### config.mk
export PLATFORM = sky130hd
export DESIGN_NAME = serial_subtractor
export DESIGN_NICKNAME = d
export VERILOG_FILES = /design/src/rtl/serial_subtractor_pkg.sv /design/src/rtl/serial_subtractor_full_subtractor.sv /design/src/rtl/serial_subtractor.sv
export SDC_FILE = /design/constraint.sdc
export NUM_CORES = 1
export LEC_CHECK = 0
export CAP_MARGIN = 20
export CORE_MARGIN = 4
export CORE_UTILIZATION = 52
export DETAILED_ROUTE_END_ITERATION = 6
export PLACE_DENSITY = 0.79
export SLEW_MARGIN = 5
export SYNTH_ARGS = -nofsm -noshare
export SYNTH_HDL_FRONTEND = slang
export SYNTH_SLANG_ARGS = --single-unit
### constraint.sdc
create_clock -name clk -period 1.9 [get_ports clk]
set_clock_uncertainty 0.2 [all_clocks]
set_input_delay 0.19 -clock clk [delete_from_list [all_inputs] [get_ports clk]]
set_output_delay 0.19 -clock clk [all_outputs]
set_load 0.1 [all_outputs]
### src/rtl/serial_subtractor_pkg.sv
// Shared definitions for the bit-serial subtractor.
//   state_e       : FSM state encoding (IDLE/SHIFT/DONE)
//   cnt_width()   : bit-counter width derived from the operand width
package serial_subtractor_pkg;

    typedef enum logic [1:0] {
        ST_IDLE  = 2'd0,
        ST_SHIFT = 2'd1,
        ST_DONE  = 2'd2
    } state_e;

    // Counter only has to reach WIDTH-1, so $clog2(WIDTH) bits suffice.
    // WIDTH >= 2 keeps this at least 1.
    function automatic int cnt_width(input int width);
        return $clog2(width);
    endfunction

endpackage

### src/rtl/serial_subtractor_full_subtractor.sv
// One-bit full subtractor cell: computes x - y - bin.
//   x    : minuend bit
//   y    : subtrahend bit
//   bin  : borrow in
//   d    : difference bit
//   bout : borrow out
module full_subtractor (
    input  logic x,
    input  logic y,
    input  logic bin,
    output logic d,
    output logic bout
);

    assign d    = x ^ y ^ bin;
    // Borrow when x=0,y=1, or when x==y and a borrow is pending.
    assign bout = (~x & y) | (~(x ^ y) & bin);

endmodule

### src/rtl/serial_subtractor.sv
// Bit-serial unsigned subtractor: diff = a - b, LSB first, one bit per clock,
// reusing a single full-subtractor cell.
//   clk    : rising-edge clock
//   rst_n  : asynchronous active-low reset
//   start  : request, sampled only in IDLE
//   a, b   : minuend / subtrahend, captured on accepted start
//   busy   : high in SHIFT and DONE
//   done   : one-cycle pulse when diff/borrow hold a new result
//   diff   : a - b modulo 2^WIDTH
//   borrow : final borrow out, 1 iff a < b
module serial_subtractor
    import serial_subtractor_pkg::*;
#(
    parameter int WIDTH = 8
) (
    input  logic             clk,
    input  logic             rst_n,
    input  logic             start,
    input  logic [WIDTH-1:0] a,
    input  logic [WIDTH-1:0] b,
    output logic             busy,
    output logic             done,
    output logic [WIDTH-1:0] diff,
    output logic             borrow
);

    localparam int CNT_W = cnt_width(WIDTH);
    localparam logic [CNT_W-1:0] CNT_LAST = CNT_W'(WIDTH - 1);

    state_e           state_q;
    logic [WIDTH-1:0] a_q;
    logic [WIDTH-1:0] b_q;
    logic [WIDTH-1:0] res_q;
    logic [WIDTH-1:0] res_d;
    logic             bin_q;
    logic [CNT_W-1:0] cnt_q;
    logic             busy_q;
    logic             done_q;
    logic [WIDTH-1:0] diff_q;
    logic             borrow_q;

    logic fs_d;
    logic fs_bout;

    full_subtractor u_fs (
        .x    (a_q[0]),
        .y    (b_q[0]),
        .bin  (bin_q),
        .d    (fs_d),
        .bout (fs_bout)
    );

    // New difference bit enters at the MSB; after WIDTH shifts the first
    // (LSB) bit has reached position 0.
    assign res_d = {fs_d, res_q[WIDTH-1:1]};

    always_ff @(posedge clk or negedge rst_n) begin
        if (!rst_n) begin
            state_q  <= ST_IDLE;
            a_q      <= '0;
            b_q      <= '0;
            res_q    <= '0;
            bin_q    <= 1'b0;
            cnt_q    <= '0;
            busy_q   <= 1'b0;
            done_q   <= 1'b0;
            diff_q   <= '0;
            borrow_q <= 1'b0;
        end else begin
            case (state_q)
                ST_IDLE: begin
                    done_q <= 1'b0;
                    if (start) begin
                        a_q     <= a;
                        b_q     <= b;
                        bin_q   <= 1'b0;
                        cnt_q   <= '0;
                        busy_q  <= 1'b1;
                        state_q <= ST_SHIFT;
                    end
                end
                ST_SHIFT: begin
                    a_q   <= a_q >> 1;
                    b_q   <= b_q >> 1;
                    res_q <= res_d;
                    bin_q <= fs_bout;
                    cnt_q <= cnt_q + 1'b1;
                    if (cnt_q == CNT_LAST) begin
                        diff_q   <= res_d;
                        borrow_q <= fs_bout;
                        done_q   <= 1'b1;
                        state_q  <= ST_DONE;
                    end
                end
                ST_DONE: begin
                    done_q  <= 1'b0;
                    busy_q  <= 1'b0;
                    state_q <= ST_IDLE;
                end
                default: begin
                    done_q  <= 1'b0;
                    busy_q  <= 1'b0;
                    state_q <= ST_IDLE;
                end
            endcase
        end
    end

    assign busy   = busy_q;
    assign done   = done_q;
    assign diff   = diff_q;
    assign borrow = borrow_q;

endmodule

=== After elaboration in Yosys (flattened, before gate mapping) ===
Index checks and enable logic that the tools add are counted.

* Output and inout port bits: 11
* Bits in registers: 41
* Bits of input ports: 19

* Reduce and logical (&&, ||, !) cells: 6
* Eq/ne operators: 4
* Bitwise logic cells: 8
* Mux-type cells: 15
* Add/sub/neg operators: 1

{| class="wikitable"
|+ Operators by type and width
! operator !! count
|-
| case mux 8 bit (2 select lines) || 2
|-
| 2-to-1 mux 8 bit || 2
|-
| AND reduction 2 bit || 4
|-
| case mux 3 bit (2 select lines) || 1
|-
| 2-to-1 mux 1 bit || 4
|-
| 2-to-1 mux 2 bit || 2
|-
| inequality test 2 bit, second input constant || 2
|-
| case mux 1 bit (2 select lines) || 2
|-
| case mux 2 bit (2 select lines) || 1
|-
| adder 3 x 1 -> 3 bit, second input constant || 1
|-
| == test 3 bit, second input constant || 1
|-
| 2-to-1 mux 3 bit || 1
|-
| inverter 1 bit || 3
|-
| AND 1 bit || 2
|-
| == test 2 x 1 -> 1 bit, second input constant || 1
|-
| zero test 2 bit || 1
|-
| nonzero test 2 bit || 1
|-
| bitwise XOR 1 bit || 2
|-
| bitwise OR 1 bit || 1
|}

=== Depth between registers and ports, before layout ===
Gate-level depths: netlist of run 1.

* Depth in word-level cells: 5
* Depth in mapped cells: 6

=== Cells and area by module ===
From an unflattened synthesis of run 1, not the netlist that was laid out.

* Cells, all modules: 145
* Area, all modules: 1700.4 um^2

{| class="wikitable"
|+ Modules (own cells, without submodules)
! module !! area each (um^2) !! seq. area each (um^2) !! instances !! cells each
|-
| serial_subtractor || 1669.1 || 1001.0 || 1 || 141
|-
| full_subtractor || 31.3 || 0.0 || 1 || 4
|}

=== Worst setup path before layout of run 1 ===
OpenSTA, ideal clock, no wires.

* Path kind: reg2reg
* From: register cnt_q[0]
* To: register diff_q[1], in the netlist diff[1]
* Required time: 1.575 ns
* Arrival time: 1.313 ns
* Clock period less this slack: 1.639 ns
* Slack: 0.261 ns
* Buffers on the path: 1
* Library setup time: 0.125 ns
* Cell stages (with the launch flop): 6
* Cell sequence: dfrtp_1 ha_1 ha_1 nand3b_4 buf_6 mux2_4

* Longest elaborated chain between the ends: 2

{| class="wikitable"
|+ Ends and longest elaborated chain
! item !! line !! text
|-
| from (decl) || serial_subtractor.sv:36 || <nowiki>logic [CNT_W-1:0] cnt_q;</nowiki>
|-
| from (signal assigned) || serial_subtractor.sv:87 || <nowiki>cnt_q <= cnt_q + 1'b1;</nowiki>
|-
| == test 3 bit || serial_subtractor.sv:88 || <nowiki>if (cnt_q == CNT_LAST) begin</nowiki>
|-
| AND reduction 2 bit (no line) || -- ||
|-
| to (signal assigned) || serial_subtractor.sv:89 || <nowiki>diff_q <= res_d;</nowiki>
|-
| to (decl) || serial_subtractor.sv:39 || <nowiki>logic [WIDTH-1:0] diff_q;</nowiki>
|}

No other way between the ends.
A chain may end at the register's enable or synchronous reset.

=== Final worst setup path of run 1 ===
* From: register cnt_q[0]
* To: register diff_q[0], in the netlist diff[0]

Same word-level chain as after synthesis.

==> impl_metrics.csv, run 1 <==
group,metric,value,unit
status,status,"completed",
sta,clock.fmax,572,MHz
cells_and_area,drive_gt1_share,22.4,%
drt,via_count,1322,
sta,worstMarginPinSlew,460,ps
floorplanning,core,0.00334,mm2
cells_and_area,layout_common_cells,"dfrtp_1, nand2_1, clkdlybuf4s50_1",
global_route,grt_overflow_total,0,
critical_path,cp_top_family,"adder cells",
global_route,grt_pass1_wl,6040,um
yosys,yosys.area.top_type_share,55.8,%
critical_path,path_cells,"ha_1, ha_1, nand3b_4, mux2_2",
power_and_ir_drop,swShare,43.5,%
yosys,synth_edf_count,0,
critical_path,timing.rr.start,"cnt_q[0]$_DFFE_PN0P_",
sta,fin_crit,1750,ps
sta,finalCritPeriodShare,92.0,%
clock_tree,cts_resized,0,
yosys,synth_fp_nets,177,
power_and_ir_drop,combPwrFrac,52.1,%
yosys,yosys_register_bits,40,
critical_path,arrival,1780,ps
global_route,track_usage,18.7,%
yosys,avgSynthCellArea,11.6,um2
critical_path,critPathLaunchType,"flip-flop",
clock_tree,clk_pin_slew,120,ps
power_and_ir_drop,p_int,2.56,mW
cells_and_area,layout_commonest_cell,"dfrtp_1",
cells_and_area,antenna_cells,0,
critical_path,cp.required,1930,ps
floorplanning,rows,21,
floorplanning,chipHeight,66.7,um
global_route,grt_pass1_vias,1375,
yosys,syn_inst,155,
floorplanning,die_area,0.00445,mm2
critical_path,startpoint,"cnt_q[0]$_DFFE_PN0P_",
global_route,antenna_found_initial,0,
power_and_ir_drop,power_switching,1.97,mW
drt,drt-pass1-iter-count,5,
critical_path,cp_max_fo,11,
sta,drv_slew,0,
global_route,met1_usage,20.0,%
drt,avgViaCountPerCell,5.55,
yosys,ys_types,33,
floorplanning,die_w,66.7,um
power_and_ir_drop,ir_drop,0.000796,V
cells_and_area,nets,213,
sta,tns,0,ps
drt,wl,3680,um
yosys,synth-seq-area-share,55.8,%
yosys,ys_dominant_reg_cell,"dfrtp_1",
cells_and_area,final_util,69.6,%
sta,max-slew-margin-rel,69.3,%
drt,wl_per_cell,15.5,um
critical_path,crit_type,"flip-flop to flip-flop",
power_and_ir_drop,leakagePower,1.10,nW
sta,finalSetupViolations,0,
floorplanning,io_pins,30,
place,dp_hpwl,2790,um
cells_and_area,area_growth,29.4,%
yosys,synth_area,0.00179,mm2
critical_path,crit_path_end_kind,"flip-flop",
critical_path,crit_path_max_incr_delay,420,ps
clock_tree,numCtsBuffers,5,
power_and_ir_drop,p_per_area,1950,mW/mm2
place,gp_congestion,0.862,
clock_tree,cts_sinks,40,
yosys,synth_top_cell_by_area,"dfrtp_1",
critical_path,cp_common_cell,"ha_1",
sta,finalHoldViolCount,0,
yosys,synthArstFlopShare,100,%
place,port_buffers,29,
clock_tree,clock-root-buffer,"clkbuf_4",
drt,route.antenna.remaining_nets,0,
clock_tree,cts_buffer_depth,2,
clock_tree,cts_tree,"built",
critical_path,critical-path-slowest-cell,"dfrtp_1",
sta,rsz0062_at_grt,"false",
run,drv_cap,0,
global_route,grt_max_degree,22,
power_and_ir_drop,p_total,4.53,mW
critical_path,critPathBufInv,0,
yosys,yosys_warnings,0,
global_route,grt_most_used_layer,"met2",
power_and_ir_drop,clkPwrFrac,13.7,%
clock_tree,cts.htree.levels,2,
drt,drt_iter0_drc,65,
yosys,synth_area_leaders,"dfrtp_1, nand2_1, mux2_4",
drt,drc,0,
power_and_ir_drop,p_seq_share,34.2,%
clock_tree,worstSkewPairLatency,340,ps
hold_path,hold_path_class,"input pin to async pin",
floorplanning,initial_utilization,53.7,%
global_route,use_met2,31.6,%
global_route,met3_usage,6.91,%
-- sequential cells by signal, indices dropped and copies added (netlist names) --
signal / flops
a_q: 8
b_q: 8
diff: 8
res_q: 7
cnt_q: 3
state_q: 2
bin_q: 1
borrow: 1
busy: 1
done: 1
-- layer usage --
layer  share of wire [%]  routed length, um
met4                 1.5                 57
met5                   0                  0
met1                  39               1430
met3                 5.4                198
met2                  54               1990
-- repair_timing --
item                       in CTS  in global routing
setup endpoints to repair       0                  0
setup buffers                   0                  0
hold buffers                    1                  0
hold endpoints to repair       40                  0
-- metrics by stage --
step                cells  worst slack (ps)  cell area (um2)  hold slack, ps
global route          238              97.9             2320             125
CTS                   238               137             2320             111
global placement      229               192             2220           -44.2
detailed placement    229              99.5             2220           -34.7
finish                238               152             2320             107
floorplan             155               261             1790            -306
-- cell type report --
| type | count | area, um2 |
|---|---|---|
| fillers | 262 | 1020 |
| flip-flops and latches | 40 | 1000 |
| multi-input cells | 98 | 697 |
| repair buffers | 38 | 440 |
| clock buffers | 7 | 65.1 |
| well taps | 46 | 57.6 |
| clock inverters | 1 | 30.0 |
| inverters | 8 | 30.0 |
-- synthesized netlist by cell type, drive strengths merged, types with 2 or more instances --
library cell	count
nand2	29
nor2	7
nor3b	2
o221a	3
a22o	2
a2bb2oi	5
nor2b	3
ha	2
buf	8
o22a	5
nand2b	3
dfrtp	40
o21ai	7
a22oi	3
nand3	3
nor3	2
mux2	8
nand3b	7
inv	8
a211oi	2
-- logic make-up (layout without fill, tap and decap cells) --
kind of cell             count (synthesis)  after routing  share of synthesized area [%]
multiplexers                             8              8                           6.49
AND/OR/NAND/NOR                         56             56                           16.5
adder cells (fa/ha/maj)                  3              3                           2.51
buffers and inverters                   17             54                           5.30
flip-flops                              40             40                           55.8
AO/OA/AOI/OAI                           31             31                           13.4
-- power by group through the flow --
stage | Clock [mW] | Sequential (mW) | Combinational (mW)
floorplan | 0 | 2.20 | 0.953
global placement | 0 | 1.54 | 2.29
detailed placement | 0 | 1.57 | 2.38
CTS | 0.638 | 1.55 | 2.38
global route | 0.677 | 1.59 | 2.49
finish | 0.622 | 1.55 | 2.36
-- path summary, 6_finish.rpt --
kind                       slack [ps]                    to  cells past startpoint
min                               110    a_q[5]$_DFFE_PN0P_                      2
max reg2reg                       150   diff[0]$_DFFE_PN0P_                      4
max                               150   diff[0]$_DFFE_PN0P_                      4
min reg2reg                       300  res_q[1]$_DFFE_PN0P_                      2
min in group clk                  180    a_q[7]$_DFFE_PN0P_                      3
max in group asynchronous         860    b_q[3]$_DFFE_PN0P_                      3
(Power assumes the default switching activity.)
==> run 2: changes to the inputs <==
Settings changed: ABC_AREA set to 1, CORE_UTILIZATION 52 to 53, CTS_CLUSTER_DIAMETER set to 100, PLACE_DENSITY 0.79 to 0.8.
==> run 2 against run 1 <==
- first-iteration DRC count up 100%
- clock-buffer cell count down 1
- sequential share of layout area down 1.3 points
- combinational power up 8.9%
- sequential power about the same
- final cell count up 26%
- fmax up 9.3%
- critical path depth up 2
- highest routed layer unchanged
- critical path type unchanged
==> impl_metrics.csv, run 2 <==
group,metric,value,unit
sta,max-slew-margin-rel,76.3,%
power_and_ir_drop,combPwrFrac,57.2,%
critical_path,crit_path_end_kind,"flip-flop",
power_and_ir_drop,p_seq_share,33.9,%
floorplanning,initial_utilization,56.3,%
critical_path,arrival,1650,ps
cells_and_area,stdcell_count,300,
global_route,grt_max_degree,41,
global_route,grt_pass1_wl,6180,um
cells_and_area,layout_common_cells,"nand2_1, nand3_1, dfrtp_1",
clock_tree,worstSkewPairLatency,340,ps
yosys,synth_area_leaders,"dfrtp_1, nand3_1, nand2_1",
sta,rsz0062_at_grt,"false",
yosys,synth_area,0.00192,mm2
floorplanning,core,0.00342,mm2
hold_path,hold_path_class,"input pin to async pin",
floorplanning,io_pins,30,
drt,via_count,1469,
yosys,yosys_register_bits,40,
clock_tree,cts_resized,0,
critical_path,critPathBufInv,1,
critical_path,crit_path_max_incr_delay,420,ps
clock_tree,cts.htree.levels,2,
critical_path,critical-path-slowest-cell,"dfrtp_1",
power_and_ir_drop,power_switching,2.19,mW
critical_path,r2r_cells,6,
power_and_ir_drop,p_per_area,1880,mW/mm2
critical_path,startpoint,"cnt_q[0]$_DFFE_PN0P_",
place,dp_hpwl,2440,um
power_and_ir_drop,leakagePower,1.25,nW
yosys,avgSynthCellArea,8.62,um2
drt,drt_iter0_drc,130,
sta,clock.fmax,625,MHz
place,placed_cells,292,
cells_and_area,layout_commonest_cell,"nand2_1",
sta,worstMarginPinSlew,356,ps
sta,drv_slew,0,
place,placed_area,0.00234,mm2
clock_tree,clk_pin_slew,110,ps
drt,drt-pass1-iter-count,4,
global_route,grt_pass1_vias,1363,
critical_path,critPathLaunchType,"flip-flop",
critical_path,rrSetupSlack,300,ps
floorplanning,die_area,0.00465,mm2
critical_path,cp.required,1950,ps
yosys,yosys_warnings,0,
floorplanning,chipHeight,68.2,um
yosys,syn_inst,223,
yosys,synth_fp_nets,245,
cells_and_area,nets,276,
critical_path,timing.rr.start,"cnt_q[0]$_DFFE_PN0P_",
yosys,synth_top_cell_by_area,"dfrtp_1",
yosys,ys_types,17,
floorplanning,die_w,68.2,um
global_route,antenna_found_initial,0,
place,gp_congestion,0.791,
drt,avgViaCountPerCell,4.90,
clock_tree,numCtsBuffers,5,
sta,finalCritPeriodShare,84.2,%
cells_and_area,antenna_cells,0,
sta,finalHoldViolCount,0,
clock_tree,postCtsSetupRepairBufs,0,
global_route,track_usage,18.1,%
critical_path,cp_top_family,"adder cells",
critical_path,crit_type,"flip-flop to flip-flop",
drt,drc,0,
clock_tree,clock-root-buffer,"clkbuf_4",
cells_and_area,drive_gt1_share,15.4,%
yosys,synthArstFlopShare,100,%
yosys,ys_dominant_reg_cell,"dfrtp_1",
yosys,yosys.area.top_type_share,52.1,%
power_and_ir_drop,clkPwrFrac,8.9,%
critical_path,cp_max_fo,18,
status,status,"completed",
drt,wl_per_cell,12.2,um
clock_tree,cts_tree,"built",
sta,hold_slack,137,ps
power_and_ir_drop,ir_drop,0.00126,V
clock_tree,hold_buffers,1,
yosys,synth_common_cells,"nand2_1, nand3_1, dfrtp_1, inv_1",
power_and_ir_drop,p_int,2.31,mW
sta,tns,0,ps
yosys,synth_edf_count,0,
sta,finalSetupViolations,0,
run,drv_cap,0,
critical_path,path_cells,"ha_1, ha_1, nand2_4, inv_1, nand2_1, nand2_1",
yosys,yosys.cell_count.top_type,"nand2_1",
power_and_ir_drop,swShare,48.8,%
sta,fin_crit,1600,ps
critical_path,r2r-end,"diff[0]$_DFFE_PN0P_",
drt,wl,3660,um
place,port_buffers,29,
clock_tree,cts_buffer_depth,2,
drt,route.antenna.remaining_nets,0,
cells_and_area,design_area,0.00239,mm2
yosys,synth-seq-area-share,52.1,%
global_route,grt_overflow_total,0,
clock_tree,cts_sinks,40,
floorplanning,rows,21,
cells_and_area,area_growth,24.5,%
## run 2: changes by cell type in the layout (fill, tap and decap cells not counted), moves of 4 or more
cell       before  now
nand3b_1        6    0
o22a_1          5    0
mux2_4          7    0
buf_4          10    4
a2bb2oi_1       5    0
nand2_1        29   54
o21ai_2         0    8
inv_1           8   39
nand3_1         3   45
nand2_4         0    4
## run 2: layout make-up
| type | count | area [um2] |
|---|---|---|
| fill | 278 | 1020 |
| clock buffer | 6 | 41.3 |
| sequential | 40 | 1000 |
| timing repair buffer | 35 | 455 |
| inverter | 41 | 154 |
| multi-input combinational | 131 | 678 |
| tap | 46 | 57.6 |
| clock inverter | 1 | 5.00 |
## run 2: per-layer routing
layer / routed length (um) / global-route usage, %
met5: 0 / 0
met4: 74 / 8.93
met3: 140 / 3.94
met2: 1690 / 28.0
met1: 1750 / 24.0
## run 2: cell families (layout without fill, tap and decap cells)
group                    after synthesis  after routing  synth area share (%)
AO/OA/AOI/OAI                         20             20                  6.97
buffers and inverters                 52             83                  12.6
AND/OR/NAND/NOR                      108            108                  26.0
flip-flops                            40             40                  52.1
adder cells (fa/ha/maj)                3              3                  2.34
## run 2: metrics by stage
stage                     util (%)  power (mW)  setup slack (ps)
after floorplan                  -        3.37               419
after global placement        68.4        4.04               336
after detailed placement      68.4        4.11               321
after CTS                     70.0        4.52               304
after global routing          70.0        4.81               217
final                         70.0        4.50               301
## run 2: power by group through the flow
| stage | Combinational [mW] | Clock (mW) | Sequential, mW |
|---|---|---|---|
| final | 2.57 | 0.399 | 1.53 |
| after global routing | 2.79 | 0.445 | 1.57 |
| after CTS | 2.58 | 0.407 | 1.53 |
| after detailed placement | 2.57 | 0 | 1.54 |
| after global placement | 2.51 | 0 | 1.53 |
| after floorplan | 1.19 | 0 | 2.18 |
## run 2: worst max-delay path by stage
stage / cells after the start / to / slack [ps]
2_1_floorplan: 6 / diff[7]$_DFFE_PN0P_ / 420
3_3_place_gp: 6 / diff[0]$_DFFE_PN0P_ / 340
3_5_place_dp: 6 / diff[0]$_DFFE_PN0P_ / 320
4_1_cts: 6 / diff[0]$_DFFE_PN0P_ / 300
5_1_grt: 6 / diff[0]$_DFFE_PN0P_ / 220
6_report: 6 / diff[0]$_DFFE_PN0P_ / 300
## run 2: worst reg2reg max path: stages (launching register included)
cell	delay, ps
dfrtp_1	420
ha_1	220
ha_1	250
nand2_4	230
inv_1	90
nand2_1	60
nand2_1	40
